**src/rtl/adc_oversample_avg.sv**
```systemverilog
// Flash ADC back-end: resynchronise the code, sum 2^LOG2_N samples,
// track block min/max, and hand results out through a valid/ready register.
module adc_oversample_avg #(
    parameter int CODE_W = 3,
    parameter int LOG2_N = 4,
    parameter int SUM_W  = CODE_W + LOG2_N
) (
    input  logic              clk,
    input  logic              rst_n,
    input  logic [CODE_W-1:0] adc_code,
    input  logic              enable,
    input  logic              sample_en,
    input  logic              out_ready,
    input  logic              clr_ovr,
    output logic              out_valid,
    output logic [SUM_W-1:0]  out_sum,
    output logic [CODE_W-1:0] out_min,
    output logic [CODE_W-1:0] out_max,
    output logic              overrun,
    output logic              busy
);

    typedef enum logic {
        S_IDLE,
        S_ACCUM
    } state_t;

    localparam logic [LOG2_N-1:0] LAST = '1;

    state_t              r_state;
    logic [CODE_W-1:0]   r_sync1;
    logic [CODE_W-1:0]   r_sync2;
    logic [LOG2_N-1:0]   r_count;
    logic [SUM_W-1:0]    r_acc;
    logic [CODE_W-1:0]   r_min;
    logic [CODE_W-1:0]   r_max;
    logic                r_valid;
    logic [SUM_W-1:0]    r_sum;
    logic [CODE_W-1:0]   r_omin;
    logic [CODE_W-1:0]   r_omax;
    logic                r_ovr;

    logic                w_take;
    logic                w_first;
    logic                w_done;
    logic                w_load;
    logic                w_ovr_evt;
    logic [SUM_W-1:0]    w_code_ext;
    logic [SUM_W-1:0]    w_acc_nxt;
    logic [CODE_W-1:0]   w_min_nxt;
    logic [CODE_W-1:0]   w_max_nxt;

    always_ff @(posedge clk or negedge rst_n) begin
        if (!rst_n) begin
            r_sync1 <= '0;
            r_sync2 <= '0;
        end else begin
            r_sync1 <= adc_code;
            r_sync2 <= r_sync1;
        end
    end

    // The first sample of a block loads directly, so no clear cycle is needed
    assign w_take     = (r_state == S_ACCUM) && enable && sample_en;
    assign w_first    = (r_count == '0);
    assign w_done     = w_take && (r_count == LAST);
    assign w_code_ext = SUM_W'(r_sync2);
    assign w_acc_nxt  = w_first ? w_code_ext : r_acc + w_code_ext;
    assign w_min_nxt  = (w_first || r_sync2 < r_min) ? r_sync2 : r_min;
    assign w_max_nxt  = (w_first || r_sync2 > r_max) ? r_sync2 : r_max;
    assign w_load     = w_done && (!r_valid || out_ready);
    assign w_ovr_evt  = w_done && r_valid && !out_ready;

    always_ff @(posedge clk or negedge rst_n) begin
        if (!rst_n) begin
            r_state <= S_IDLE;
            r_count <= '0;
            r_acc   <= '0;
            r_min   <= '0;
            r_max   <= '0;
        end else begin
            unique case (r_state)
                S_IDLE: begin
                    r_count <= '0;
                    r_acc   <= '0;
                    if (enable)
                        r_state <= S_ACCUM;
                end
                S_ACCUM: begin
                    if (!enable) begin
                        r_state <= S_IDLE;
                        r_count <= '0;
                    end else if (sample_en) begin
                        r_acc   <= w_acc_nxt;
                        r_min   <= w_min_nxt;
                        r_max   <= w_max_nxt;
                        r_count <= r_count + LOG2_N'(1);
                    end
                end
                default: r_state <= S_IDLE;
            endcase
        end
    end

    always_ff @(posedge clk or negedge rst_n) begin
        if (!rst_n) begin
            r_valid <= 1'b0;
            r_sum   <= '0;
            r_omin  <= '0;
            r_omax  <= '0;
            r_ovr   <= 1'b0;
        end else begin
            if (w_load) begin
                r_valid <= 1'b1;
                r_sum   <= w_acc_nxt;
                r_omin  <= w_min_nxt;
                r_omax  <= w_max_nxt;
            end else if (r_valid && out_ready) begin
                r_valid <= 1'b0;
            end
            if (w_ovr_evt)
                r_ovr <= 1'b1;
            else if (clr_ovr)
                r_ovr <= 1'b0;
        end
    end

    assign out_valid = r_valid;
    assign out_sum   = r_sum;
    assign out_min   = r_omin;
    assign out_max   = r_omax;
    assign overrun   = r_ovr;
    assign busy      = (r_state == S_ACCUM) && (r_count != '0);

endmodule

```
**config.mk**
```make
export PLATFORM = sky130hd
export DESIGN_NAME = adc_oversample_avg
export DESIGN_NICKNAME = d
export VERILOG_FILES = /design/src/rtl/adc_oversample_avg.sv
export SDC_FILE = /design/constraint.sdc
export NUM_CORES = 1
export LEC_CHECK = 0
export CAP_MARGIN = 20
export CELL_PAD_IN_SITES_DETAIL_PLACEMENT = 1
export CELL_PAD_IN_SITES_GLOBAL_PLACEMENT = 1
export CORE_UTILIZATION = 40
export CTS_BUF_LIST = sky130_fd_sc_hd__clkbuf_2
export DETAILED_ROUTE_END_ITERATION = 8
export PLACE_DENSITY = 0.83
export SYNTH_ARGS = -nofsm -noshare
export SYNTH_HDL_FRONTEND = slang
export SYNTH_SLANG_ARGS = --single-unit
```
**constraint.sdc**
```tcl
create_clock -name clk -period 1.6 [get_ports clk]
set_input_delay 0.32 -clock clk [delete_from_list [all_inputs] [get_ports clk]]
set_output_delay 0.32 -clock clk [all_outputs]
set_load 0.02 [all_outputs]
```
Word-level counts from Yosys, hierarchy flattened
Cells that the tools add are included.

storage, ports and cells
  logic and storage cells = 54
  output and inout port bits = 16
  bits in registers = 39

operators by class
  eq/ne operators = 4
  $lt $le $gt $ge = 2
  mux-type cells = 14
  bitwise gates (word level) = 1
  add/sub/neg operators = 2
  reductions and logical operators = 19

operators with widths
  cell                                         number
  two-way mux 7 bit                            3
  one-hot mux 7 bit (2 select lines)           1
  logical AND 1 bit                            8
  two-way mux 4 bit                            2
  one-hot mux 4 bit (2 select lines)           1
  adder 7 x 3 -> 7 bit                         1
  two-way mux 3 bit                            2
  two-way mux 1 bit                            5
  adder 4 x 1 -> 4 bit, second input constant  1
  == test 4 bit, second input constant         1
  logical NOT 4 bit                            1
  != test 2 bit, second input constant         2
  nonzero test 2 bit                           2
  nonzero test 4 bit                           1
  > comparator 3 bit                           1
  logical OR 1 bit                             3
  less-than comparator 3 bit                   1
  != test 3 bit, second input constant         1
  AND reduction 3 bit                          1
  logical NOT 1 bit                            2
  AND reduction 2 bit                          1
  inverter 1 bit                               1

Longest topological paths before layout
Gate-level depths: netlist of run 1.

  depth in word-level cells = 6
  depth in mapped cells = 7
  gate-level depth less buffers = 7

Worst setup path before layout of run 1
No wires, ideal clock.

  path kind = register to register
  start point = register r_sync2[2]
  end point = register r_max[0]
  data arrival time = 1.644 ns
  setup time = 0.125 ns
  slack = -0.169 ns
  cell stages (with the launch flop) = 6
  required time = 1.475 ns
  clock period less this slack = 1.769 ns
  cells stage by stage = dfrtp_1 ha_1 a21oi_1 a32oi_1 o21ai_1 mux2_2

between the ends
  word-level cells in the longest chain between the ends = 3

ends and longest elaborated chain
  what                      line  text
  start: declaration        32    logic [CODE_W-1:0] r_sync2;
  start signal: assignment  59    r_sync2 <= r_sync1;
  > comparator 3 bit        70    assign w_max_nxt = (w_first || r_sync2 > r_max) ? r_sync2 : r_max;
  logical OR 1 bit          70
  two-way mux 3 bit         70
  end signal: assignment    96    r_max <= w_max_nxt;
  end: declaration          36    logic [CODE_W-1:0] r_max;

No other way between the ends.
A chain may end at the register's enable or synchronous reset.

Final worst setup path of run 1
  start point = register r_count[0]
  end point = output busy

between the ends
  word-level cells in the longest chain between the ends = 2

ends and longest elaborated chain
  what                      line  text
  start: declaration        33    logic [LOG2_N-1:0] r_count;
  start signal: assignment  97    r_count <= r_count + LOG2_N'(1);
  nonzero test 4 bit        133   assign busy = (r_state == S_ACCUM) && (r_count != '0);
  logical AND 1 bit         133
  end: declaration          20    output logic busy

No other way between the ends.

==> flow_metrics.py, run 1 <==
metrics = {
    "global_route": {
        "via_count_of_the_first_global_routing_pass": 1900,
        "grt_antenna_before_repair": 0,
        "global_route.usage.total_pct": 27.65,
        "largest_net_degree_at_the_start_of_global_routing": 22,
        "grt_first_pass_wirelength_microns": 10090,
        "grt_overflow": 0,
    },
    "timing": {
        "worst_hold_slack_ns": 0.3362,
        "fin_crit_ns": 2.073,
        "unrepaired_setup_endpoints_after_global_routing": "true",
        "final_hold_viol_count": 0,
        "setup_viol_count_final": 27,
        "timing.slew.headroom_pct": 67.13,
        "pins_over_their_slew_limit": 0,
        "final.setup.worst_slack_ns": -0.4733,
        "post-route-period-util_pct": 129.6,
        "max_freq_mhz": 482.3,
        "transition_time_of_the_tightest_slew_check_pin_ns": 0.4931,
        "final.setup_skew_ns": 0.03339,
    },
    "synthesis": {
        "synth_top_cell_by_area": "sky130_fd_sc_hd__dfrtp_1",
        "synth_nets": 199,
        "number_of_distinct_library_cells_after_synthesis": 45,
        "post_synth_edffs": 0,
        "number_of_standard_cells_after_synthesis": 179,
        "synth-warning-count": 0,
        "netlist.area_leader.share_pct": 50.95,
        "syn-mean-instance-area_sq_um": 10.70,
        "asyncSetResetFlopFracSynth_pct": 100.0,
        "synth_top_flop_cell": "sky130_fd_sc_hd__dfrtp_1",
        "yosys_register_bits": 39,
        "netlist_top_cells_area": "sky130_fd_sc_hd__dfrtp_1, sky130_fd_sc_hd__ha_1, sky130_fd_sc_hd__o21ai_0",
        "yosysSeqAreaShare_pct": 50.95,
        "netlist_area_sq_mm": 0.001916,
    },
    "die": {
        "io-pin-count": 25,
        "floorplan.die.width_microns": 71.20,
        "row_count": 24,
        "initial_core_utilization_pct": 42.81,
        "placeableCoreArea_sq_mm": 0.004474,
        "fp.dieH_microns": 71.20,
        "die_area_sq_mm": 0.005069,
    },
    "critical_path": {
        "required_ns": 1.28,
        "r2r_slack_ns": -0.28,
        "critPathArrivalTime_ns": 1.75,
        "critPathLaunchType": "flip-flop",
        "reg2reg_start": "r_sync2[0]",
        "crit_fanout": 2,
        "critical_path_class": "reg2out",
        "worst_r2r_path_depth": 7,
        "worstReg2RegEnd": "r_acc[6]",
        "worstSetupEndpointType": "output port",
    },
    "placed_design": {
        "placed_area_sq_mm": 0.002527,
        "post-dp-hpwl_microns": 3980,
        "io_buffers": 24,
        "gp_congestion": 0.8410,
        "post_placement_setup_slack_ns": -0.4089,
    },
    "finish": {
        "design_area_sq_mm": 0.003102,
        "drive_above_1_share_pct": 50.00,
        "layout.core_utilization_pct": 69.32,
        "finish.net_count": 279,
        "layout-area-overhead-vs-synth_pct": 61.92,
        "antennaDiodeCount": 0,
    },
    "pwr": {
        "power_density_mw_per_mm2": 762.0,
        "vdd_drop_max_v": 0.0006756,
        "cellLeakagePower_nw": 1.432,
    },
    "flow_run": {
        "max_cap_viol_count": 0,
    },
    "min_path": {
        "hold_start": "adc_code[0]",
        "worstHoldEndpoint": "r_sync1[0]",
        "min_delay_path_depth": 1,
        "hold_class": "in2reg",
    },
    "clocking": {
        "numCtsBuffers": 5,
        "tritoncts": "built",
        "clkSinkCount": 39,
        "cts_root_buffer": "sky130_fd_sc_hd__clkbuf_2",
        "insertion_delay_ns": 0.42,
        "max-clock-path-buffers": 2,
        "level_count_of_the_clock_h_tree": 2,
        "clkSlewWorstSetupHoldPaths_ns": 0.22,
    },
    "drt": {
        "drt_iter0_markers": 149,
        "detail_route.vias_per_cell": 5.891,
        "first_pass_iters": 4,
        "ant_nets": 0,
        "average_wire_length_per_cell_after_detail_routing_microns": 25.01,
        "detail_route.wirelength_microns": 7803,
        "drc": 0,
        "route.vias.total": 1838,
    },
    "status": {
        "failed_checks": "negative setup slack",
        "run_status": "complete, but fails checks",
    },
}
-- placed cells by master, fill, tap and decap left out, types with 3 or more instances in the layout --
cell type / n
sky130_fd_sc_hd__nand3_1: 4
sky130_fd_sc_hd__a32o_1: 3
sky130_fd_sc_hd__xor2_1: 3
sky130_fd_sc_hd__o21ai_2: 6
sky130_fd_sc_hd__inv_1: 8
sky130_fd_sc_hd__mux2_4: 5
sky130_fd_sc_hd__a21oi_2: 4
sky130_fd_sc_hd__o21ai_4: 5
sky130_fd_sc_hd__nor2_1: 11
sky130_fd_sc_hd__buf_6: 10
sky130_fd_sc_hd__a31oi_1: 4
sky130_fd_sc_hd__inv_2: 4
sky130_fd_sc_hd__a21oi_4: 3
sky130_fd_sc_hd__o21ai_1: 8
sky130_fd_sc_hd__xnor2_1: 3
sky130_fd_sc_hd__buf_12: 3
sky130_fd_sc_hd__ha_4: 9
sky130_fd_sc_hd__nor2_2: 3
sky130_fd_sc_hd__buf_4: 41
sky130_fd_sc_hd__clkbuf_2: 7
sky130_fd_sc_hd__clkdlybuf4s50_1: 7
sky130_fd_sc_hd__dlygate4sd2_1: 15
sky130_fd_sc_hd__mux2i_1: 3
sky130_fd_sc_hd__dfrtp_1: 37
sky130_fd_sc_hd__nand2_1: 7
-- cells by family after synthesis --
kind of cell               share of synthesized area [%]
AOI/OAI and AO/OA                                  15.68
xor gates and xnor gates                           3.201
adders and majority gates                          7.577
buffers and inverters                              4.246
DFF                                                50.95
muxes                                              4.507
and+or+nand+nor                                    13.85
-- Yosys cell counts (all sizes together) (2+ instances only) --
cell type / instances
mux2i: 3
a32o: 3
mux2: 5
xor2: 3
a31o: 2
o21ai: 20
a211oi: 2
nand3: 4
ha: 10
nor2b: 2
dfrtp: 39
nand2: 8
xnor2: 4
nand3b: 2
and2: 3
nand4: 2
a21oi: 9
nand2b: 2
nor2: 16
a31oi: 6
buf: 4
inv: 13
-- worst max-delay path by stage --
stage,startpoint,end
after global placement,r_count[0],busy
after global routing,r_count[0],busy
final,r_count[0],busy
after CTS,r_count[0],busy
after detailed placement,r_count[0],busy
after floorplan,r_sync2[0],r_acc[6]
-- stage by stage --
step	instances	power [mW]	setup TNS [ns]
3_3_place_gp	283	1.522	-4.514
4_1_cts	302	2.132	-2.798
5_1_grt	312	2.461	-7.239
6_report	312	2.363	-5.625
2_1_floorplan	179	1.348	-0.5755
3_5_place_dp	283	1.564	-6.280
-- layer usage --
layer | share of wire (%) | GRT usage, % | vias to the layer above | wire, microns
met3 | 4.2 | 5.840 | 22 | 328
met4 | 3.7 | 9.556 | 0 | 290
met5 | 0 | 0 | - | 0
met2 | 51 | 49.21 | 63 | 3946
met1 | 41 | 33.00 | 967 | 3238
li1 | - | - | 786 | -
-- critical path, stage by stage, from the launching register on --
cell and delay (ns):
sky130_fd_sc_hd__dfrtp_1 0.45, sky130_fd_sc_hd__inv_2 0.08, sky130_fd_sc_hd__ha_4 0.13, sky130_fd_sc_hd__or3b_4 0.38
sky130_fd_sc_hd__and2_4 0.17, sky130_fd_sc_hd__buf_6 0.12
-- power by group --
| part | internal [mW] | switching, mW | leakage, nW |
|---|---|---|---|
| combinational | 0.398 | 0.397 | 0.887 |
| clock | 0.119 | 0.359 | 0.0330 |
| sequential | 1.04 | 0.0552 | 0.512 |
| total | 1.55 | 0.811 | 1.43 |
-- layout make-up --
| type | count | area [sq um] |
|---|---|---|
| fill | 431 | 1373 |
| multi-input combinational | 122 | 1270 |
| sequential | 39 | 978.4 |
| timing repair buffer | 78 | 696.9 |
| tap | 52 | 65.06 |
| inverter | 13 | 51.30 |
| clock buffer | 7 | 35.03 |
| clock inverter | 1 | 5.005 |
-- registers in the layout, summed over array words and instances (netlist names) --
register / cells
r_sync2: 3
out_sum: 7
out_valid: 1
r_count: 4
r_min: 3
r_state: 1
r_max: 3
out_min: 3
out_max: 3
r_sync1: 3
r_acc: 7
overrun: 1
-- what timing repair did --
| action | in CTS | in global routing |
|---|---|---|
| buffers inserted | 11 | 12 |
| hold endpoints to repair | 18 | 0 |
| pin swaps | 22 | 22 |
| hold buffers | 1 | 0 |
| gates resized for setup | 66 | 56 |
| endpoints found under the setup margin | 42 | 27 |
(Power assumes the default switching activity.)
==> run 2: changes to the inputs <==
--- a/config.mk
+++ b/config.mk
@@ -8,10 +8,10 @@
 export CAP_MARGIN = 20
 export CELL_PAD_IN_SITES_DETAIL_PLACEMENT = 1
 export CELL_PAD_IN_SITES_GLOBAL_PLACEMENT = 1
-export CORE_UTILIZATION = 40
-export CTS_BUF_LIST = sky130_fd_sc_hd__clkbuf_2
+export CORE_UTILIZATION = 38
+export CTS_BUF_LIST = sky130_fd_sc_hd__clkbuf_16
 export DETAILED_ROUTE_END_ITERATION = 8
-export PLACE_DENSITY = 0.83
+export PLACE_DENSITY = 0.8
 export SYNTH_ARGS = -nofsm -noshare
 export SYNTH_HDL_FRONTEND = slang
 export SYNTH_SLANG_ARGS = --single-unit
==> flow_metrics.py, run 2 (synthesized netlist as in run 1, its figures left out) <==
metrics = {
    "status": {
        "run_status": "complete, but fails checks",
        "failed_checks": "negative setup slack",
    },
    "clocking": {
        "clkSlewWorstSetupHoldPaths_ns": 0.07,
        "insertion_delay_ns": 0.30,
        "tritoncts": "built",
        "max-clock-path-buffers": 2,
        "numCtsBuffers": 5,
        "level_count_of_the_clock_h_tree": 2,
        "clkSinkCount": 39,
        "cts_root_buffer": "sky130_fd_sc_hd__clkbuf_16",
    },
    "timing": {
        "final.setup_skew_ns": 0.008780,
        "setup_viol_count_final": 27,
        "max_freq_mhz": 509.7,
        "unrepaired_setup_endpoints_after_global_routing": "true",
        "transition_time_of_the_tightest_slew_check_pin_ns": 0.5105,
        "final.setup.worst_slack_ns": -0.3621,
        "post-route-period-util_pct": 122.6,
        "pins_over_their_slew_limit": 0,
        "fin_crit_ns": 1.962,
        "timing.slew.headroom_pct": 65.97,
        "worst_hold_slack_ns": 0.3610,
        "final_hold_viol_count": 0,
        "setup-tns-final_ns": -6.535,
    },
    "global_route": {
        "largest_net_degree_at_the_start_of_global_routing": 22,
        "grt_antenna_before_repair": 0,
        "grt_first_pass_wirelength_microns": 11790,
        "global_route.usage.total_pct": 32.16,
        "via_count_of_the_first_global_routing_pass": 2039,
        "grt_overflow": 0,
    },
    "drt": {
        "route.vias.total": 1893,
        "average_wire_length_per_cell_after_detail_routing_microns": 26.45,
        "detail_route.vias_per_cell": 5.651,
        "first_pass_iters": 4,
        "detail_route.wirelength_microns": 8862,
        "drt_iter0_markers": 60,
        "ant_nets": 0,
        "drc": 0,
    },
    "critical_path": {
        "worstSetupEndpointType": "output port",
        "critical_path_class": "reg2out",
        "required_ns": 1.28,
        "critPathArrivalTime_ns": 1.64,
        "crit_fanout": 2,
        "worst_r2r_path_depth": 8,
        "critPathLaunchType": "flip-flop",
    },
    "finish": {
        "seqCellArea_sq_um": 980.9,
        "most_frequent_cells_in_the_layout": "sky130_fd_sc_hd__buf_4, sky130_fd_sc_hd__dfrtp_1, sky130_fd_sc_hd__buf_6",
        "antennaDiodeCount": 0,
        "design_area_sq_mm": 0.003392,
        "drive_above_1_share_pct": 55.97,
        "final_common_cell": "sky130_fd_sc_hd__buf_4",
        "nFillCells": 455,
        "finish.net_count": 287,
        "combined_area_of_the_multi_input_logic_cells_sq_mm": 0.001324,
        "layout-area-overhead-vs-synth_pct": 77.07,
    },
    "placed_design": {
        "post-dp-hpwl_microns": 3747,
        "placed_area_sq_mm": 0.002554,
        "io_buffers": 24,
        "gp_congestion": 0.9236,
    },
    "die": {
        "io-pin-count": 25,
        "die_area_sq_mm": 0.005329,
        "initial_core_utilization_pct": 40.03,
        "floorplan.die.width_microns": 73,
        "fp.dieH_microns": 73,
        "placeableCoreArea_sq_mm": 0.004786,
        "row_count": 25,
    },
    "pwr": {
        "total_power_consumption_of_the_routed_design_mw": 3.021,
        "vdd_drop_max_v": 0.001014,
        "power_density_mw_per_mm2": 890.5,
        "cellLeakagePower_nw": 1.567,
    },
    "min_path": {
        "hold_class": "reg2reg",
        "min_delay_path_depth": 0,
    },
    "flow_run": {
        "max_cap_viol_count": 0,
    },
}
==> run 2: cell count changes in the layout (fill, tap and decap cells not counted), sizes merged <==
cell	previous run	this run
clkinv	1	2
clkdlybuf4s50	7	10
dlygate4sd2	15	6
clkbuf	7	6
dlymetal6s2s	0	6
clkinvlp	0	1
buf	55	62
==> run 2: final cells by class <==
| class | count | share of cell area, % |
|---|---|---|
| sequential | 39 | 28.92 |
| tap | 67 | 2.471 |
| inverter | 13 | 1.439 |
| clock inverter | 3 | 0.7377 |
| multi-input combinational | 122 | 39.03 |
| timing repair buffer | 86 | 23.72 |
| clock buffer | 5 | 3.689 |
==> run 2: metrics by stage <==
step	setup WS, ns	utilization [%]	std cells
CTS	-0.2828	66.17	329
global placement	-0.3180	53.36	299
finish	-0.3621	70.88	335
global route	-0.3934	70.88	335
detailed placement	-0.3762	53.36	299
floorplan	-0.1297	-	179
==> run 2: final timing paths <==
kind	startpoint	to	slack [ns]
max	r_count[0]	busy	-0.36
min	r_sync1[1]	r_sync2[1]	0.36
max reg2reg	r_count[0]	r_min[2]	-0.31
min reg2reg	r_sync1[1]	r_sync2[1]	0.36
max in group asynchronous	rst_n	r_acc[1]	0.56
min in group asynchronous	rst_n	out_sum[4]	0.53
==> run 2: critical path, stage by stage, from the launching register on <==
cell                      delay, ns
sky130_fd_sc_hd__dfrtp_1       0.40
sky130_fd_sc_hd__inv_1         0.09
sky130_fd_sc_hd__ha_2          0.19
sky130_fd_sc_hd__or3b_4        0.39
sky130_fd_sc_hd__and2_4        0.17
sky130_fd_sc_hd__buf_6         0.12
==> run 2: what timing repair did <==
action | 4_1_cts | 5_1_grt
endpoints found under the setup margin | 31 | 33
pin swaps | 35 | 23
hold buffers | 1 | 0
resized for setup | 85 | 47
setup buffers | 21 | 9
hold endpoints to repair | 12 | 0
cloned | 1 | 0
==> run 2: routing by layer <==
layer  vias up  wire [microns]  track usage, %
li1        815               -               -
met3        27             358           5.663
met2        70            4447           54.42
met1       981            3722           37.92
met4         0             335           19.61
met5         -               0               0
==> run 2: power by group <==
group	total (mW)	leakage (nW)	internal [mW]	switching [mW]
logic	0.867	0.988	0.427	0.440
clock network	1.05	0.0700	0.584	0.468
registers	1.10	0.509	1.03	0.0667
==> variant (flow settings as in run 2) <==
`CODE_W`: 3 -> 5.
--- a/src/rtl/adc_oversample_avg.sv
+++ b/src/rtl/adc_oversample_avg.sv
@@ -2,5 +2,5 @@
 // track block min/max, and hand results out through a valid/ready register.
 module adc_oversample_avg #(
-    parameter int CODE_W = 3,
+    parameter int CODE_W = 5,
     parameter int LOG2_N = 4,
     parameter int SUM_W  = CODE_W + LOG2_N
Ports: changed (resized adc_code, out_max, out_min and out_sum); port bits go from 25 to 33. The function was not compared with the original's and may differ.
==> variant against run 2 <==
  * The run ends with hold timing, setup timing left
  * Count of clock-buffer cells in the layout is the same
  * Power grew 28%
  * Sequential cell count grew 16
  * Cell count grew 34%
  * Worst setup slack lost 0.31 ns
  * Global-route usage shrank 6.4 points
  * Synthesized area grew 40%
  * Sequential power grew 40%
  * Largest cell class unchanged
  * Clock power grew 25%
  * Design area grew 29%
  * Via count grew 29%
  * Synthesized cell count grew 35%
  * Clock skew is essentially flat
  * Highest routed layer unchanged
  * Routed wire length grew 21%
==> variant: results (changes against run 2) <==
- First-pass GRT wire length: 14.0 mm (was 11.8 mm)
- Arr. time, crit path: 2.46 ns (was 1.64 ns)
- Clock insertion delay at the later pin of the skew report: 0.31 ns
- DR pass1 iterations: 4 (unchanged)
- Synth top cells by count: dfrtp_1 (55), o21ai_0 (30), nand2_1 (27) (was dfrtp_1 (39), o21ai_0 (18), nor2_1 (16))
- Gpl congestion: 0.865 (was 0.924)
- Status: finished, violations left (unchanged)
- Worst-path clk slew: 0.08 ns
- Initial DRC Count: 116 (was 60)
- XOR/XNOR share of the synthesized area: 2.62% (was 3.20%)
- Setup crit end: r_min[1]$_DFFE_PN0P_ (was busy)
- Multiplexer share of the synthesized area: 9.41% (was 4.51%)
- HPWL Detailed: 5.26 mm (was 3.75 mm)
- Routed vias: 2447 (was 1893)
- Cell variety after synth: 41 (was 45)
- Share of cells above drive strength 1: 46.0% (was 56.0%)
- Clock skew: 0.00888 ns (was 0.00878 ns)
- Worst Setup SP: r_sync2[1]$_DFF_PN0_ (was r_count[0]$_DFFE_PN0P_)
- Maximum fanout along the worst path: 5 (was 2)
- Max Root-Sink Buffers: 2 (unchanged)
- Peak supply drop: 0.515 mV (was 1.01 mV)
- Relative slew slack: 62.7% (was 66.0%)
- Worst setup margin: -0.669 ns (was -0.362 ns)
- Hold Path Class: in -> async (was reg -> reg)
- Failing checks: hold timing, setup timing (was setup timing)
- Leak pwr: 2.21 nW (was 1.57 nW)
- Antenna diode count: 0 (unchanged)
- # setup viols final: 42 (was 27)
- PortBufs: 32 (was 24)
- Fraction of the mapped netlist area in adder cells: 8.24% (was 7.58%)
- Avg WL per Cell: 23.8 um (was 26.5 um)
- FFs w/ async S/R, synth: 100% (unchanged)
- Vias in the first global route: 2509 (was 2039)
- Hold slack final: -0.0118 ns (was 0.361 ns)
- Largest net degree at the start of global routing: 22 (unchanged)
- FF-to-FF path depth: 7 (was 8)
- Fin. Hold Viols: 6 (was 0)
- Ys flop type: dfrtp_1 (unchanged)
- Final Net Count: 381 (was 287)
- Complex-gate fraction of the synthesized area: 14.4% (was 15.7%)
- Initial antenna violation count: 0 (unchanged)
- Register area share after synthesis: 51.5% (was 50.9%)
- H-tree Lvls: 2 (unchanged)
- Gr usage total: 25.7% (was 32.2%)
- Syn_nets: 269 (was 199)
- TritonCTS Buffers: 5 (unchanged)
- Largest cells by area after synthesis: dfrtp_1 (51%), ha_1 (7.5%), o21ai_0 (5.6%), mux2i_1 (4.5%), nand2_1 (3.8%) (was dfrtp_1 (51%), ha_1 (6.5%), o21ai_0 (4.7%), nor2_1 (3.1%), mux2_2 (2.9%))
- Place WS: -0.431 ns (was -0.376 ns)
- Synth warn: 0 (unchanged)
- Root buffer cell: clkbuf_16 (unchanged)
variant: cell count changes after synthesis, sizes merged, moves of 3 or more:
cell / before / now
nand2: 8 / 27
dfrtp: 39 / 55
o21ai: 20 / 32
mux2i: 3 / 12
ha: 10 / 16
a31oi: 6 / 1
mux2: 5 / 10
a211oi: 2 / 5
a32o: 3 / 0
nand3: 4 / 1
variant: where the power goes:
part	leakage (nW)	total [W]	switching (W)	internal [W]
Combinational	1.41	0.00102	0.000505	0.000514
Clock	0.0838	0.00131	0.000570	0.000741
Sequential	0.716	0.00154	0.0000733	0.00147
variant: stage by stage:
stage	setup TNS (ns)	cells	util [%]	instance area (um^2)	hold slack [ns]
after floorplan	-6.05	241	-	2750	0.0244
after global placement	-9.79	413	52.1	3540	0.323
after detailed placement	-13.52	413	52.1	3540	0.328
after CTS	-10.59	433	59.0	4010	0.0128
after global routing	-19.34	450	64.5	4380	0.0307
final	-16.96	450	64.5	4380	-0.0118
variant: final cells by class:
cell class	count	area [um^2]
Clock buffer	5	125
Clock inverter	3	43.8
Fill cell	686	2410
Inverter	15	56.3
Multi-Input combinational cell	168	1630
Sequential cell	55	1380
Tap cell	96	120
Timing Repair Buffer	108	1020
variant: critical path, cell delays in order (launching register included):
cell and delay [ns]:
dfrtp_2 0.46, buf_12 0.15, ha_1 0.30, nand2_1 0.13, o21ai_1 0.18, a41oi_4 0.34
and2_4 0.27, mux2_4 0.32
variant: timing repair:
| item | 4_1_cts | 5_1_grt |
|---|---|---|
| cloned | 3 | 1 |
| pin swaps | 22 | 20 |
| setup endpoints to repair | 40 | 51 |
| setup buffers | 10 | 17 |
| resized for setup | 55 | 65 |
variant: routing by layer:
layer	GRT usage, %	share of wire [%]
met1	30.7	41
met2	45.1	52
met3	3.18	2.9
met4	13.9	4.7
met5	0	0
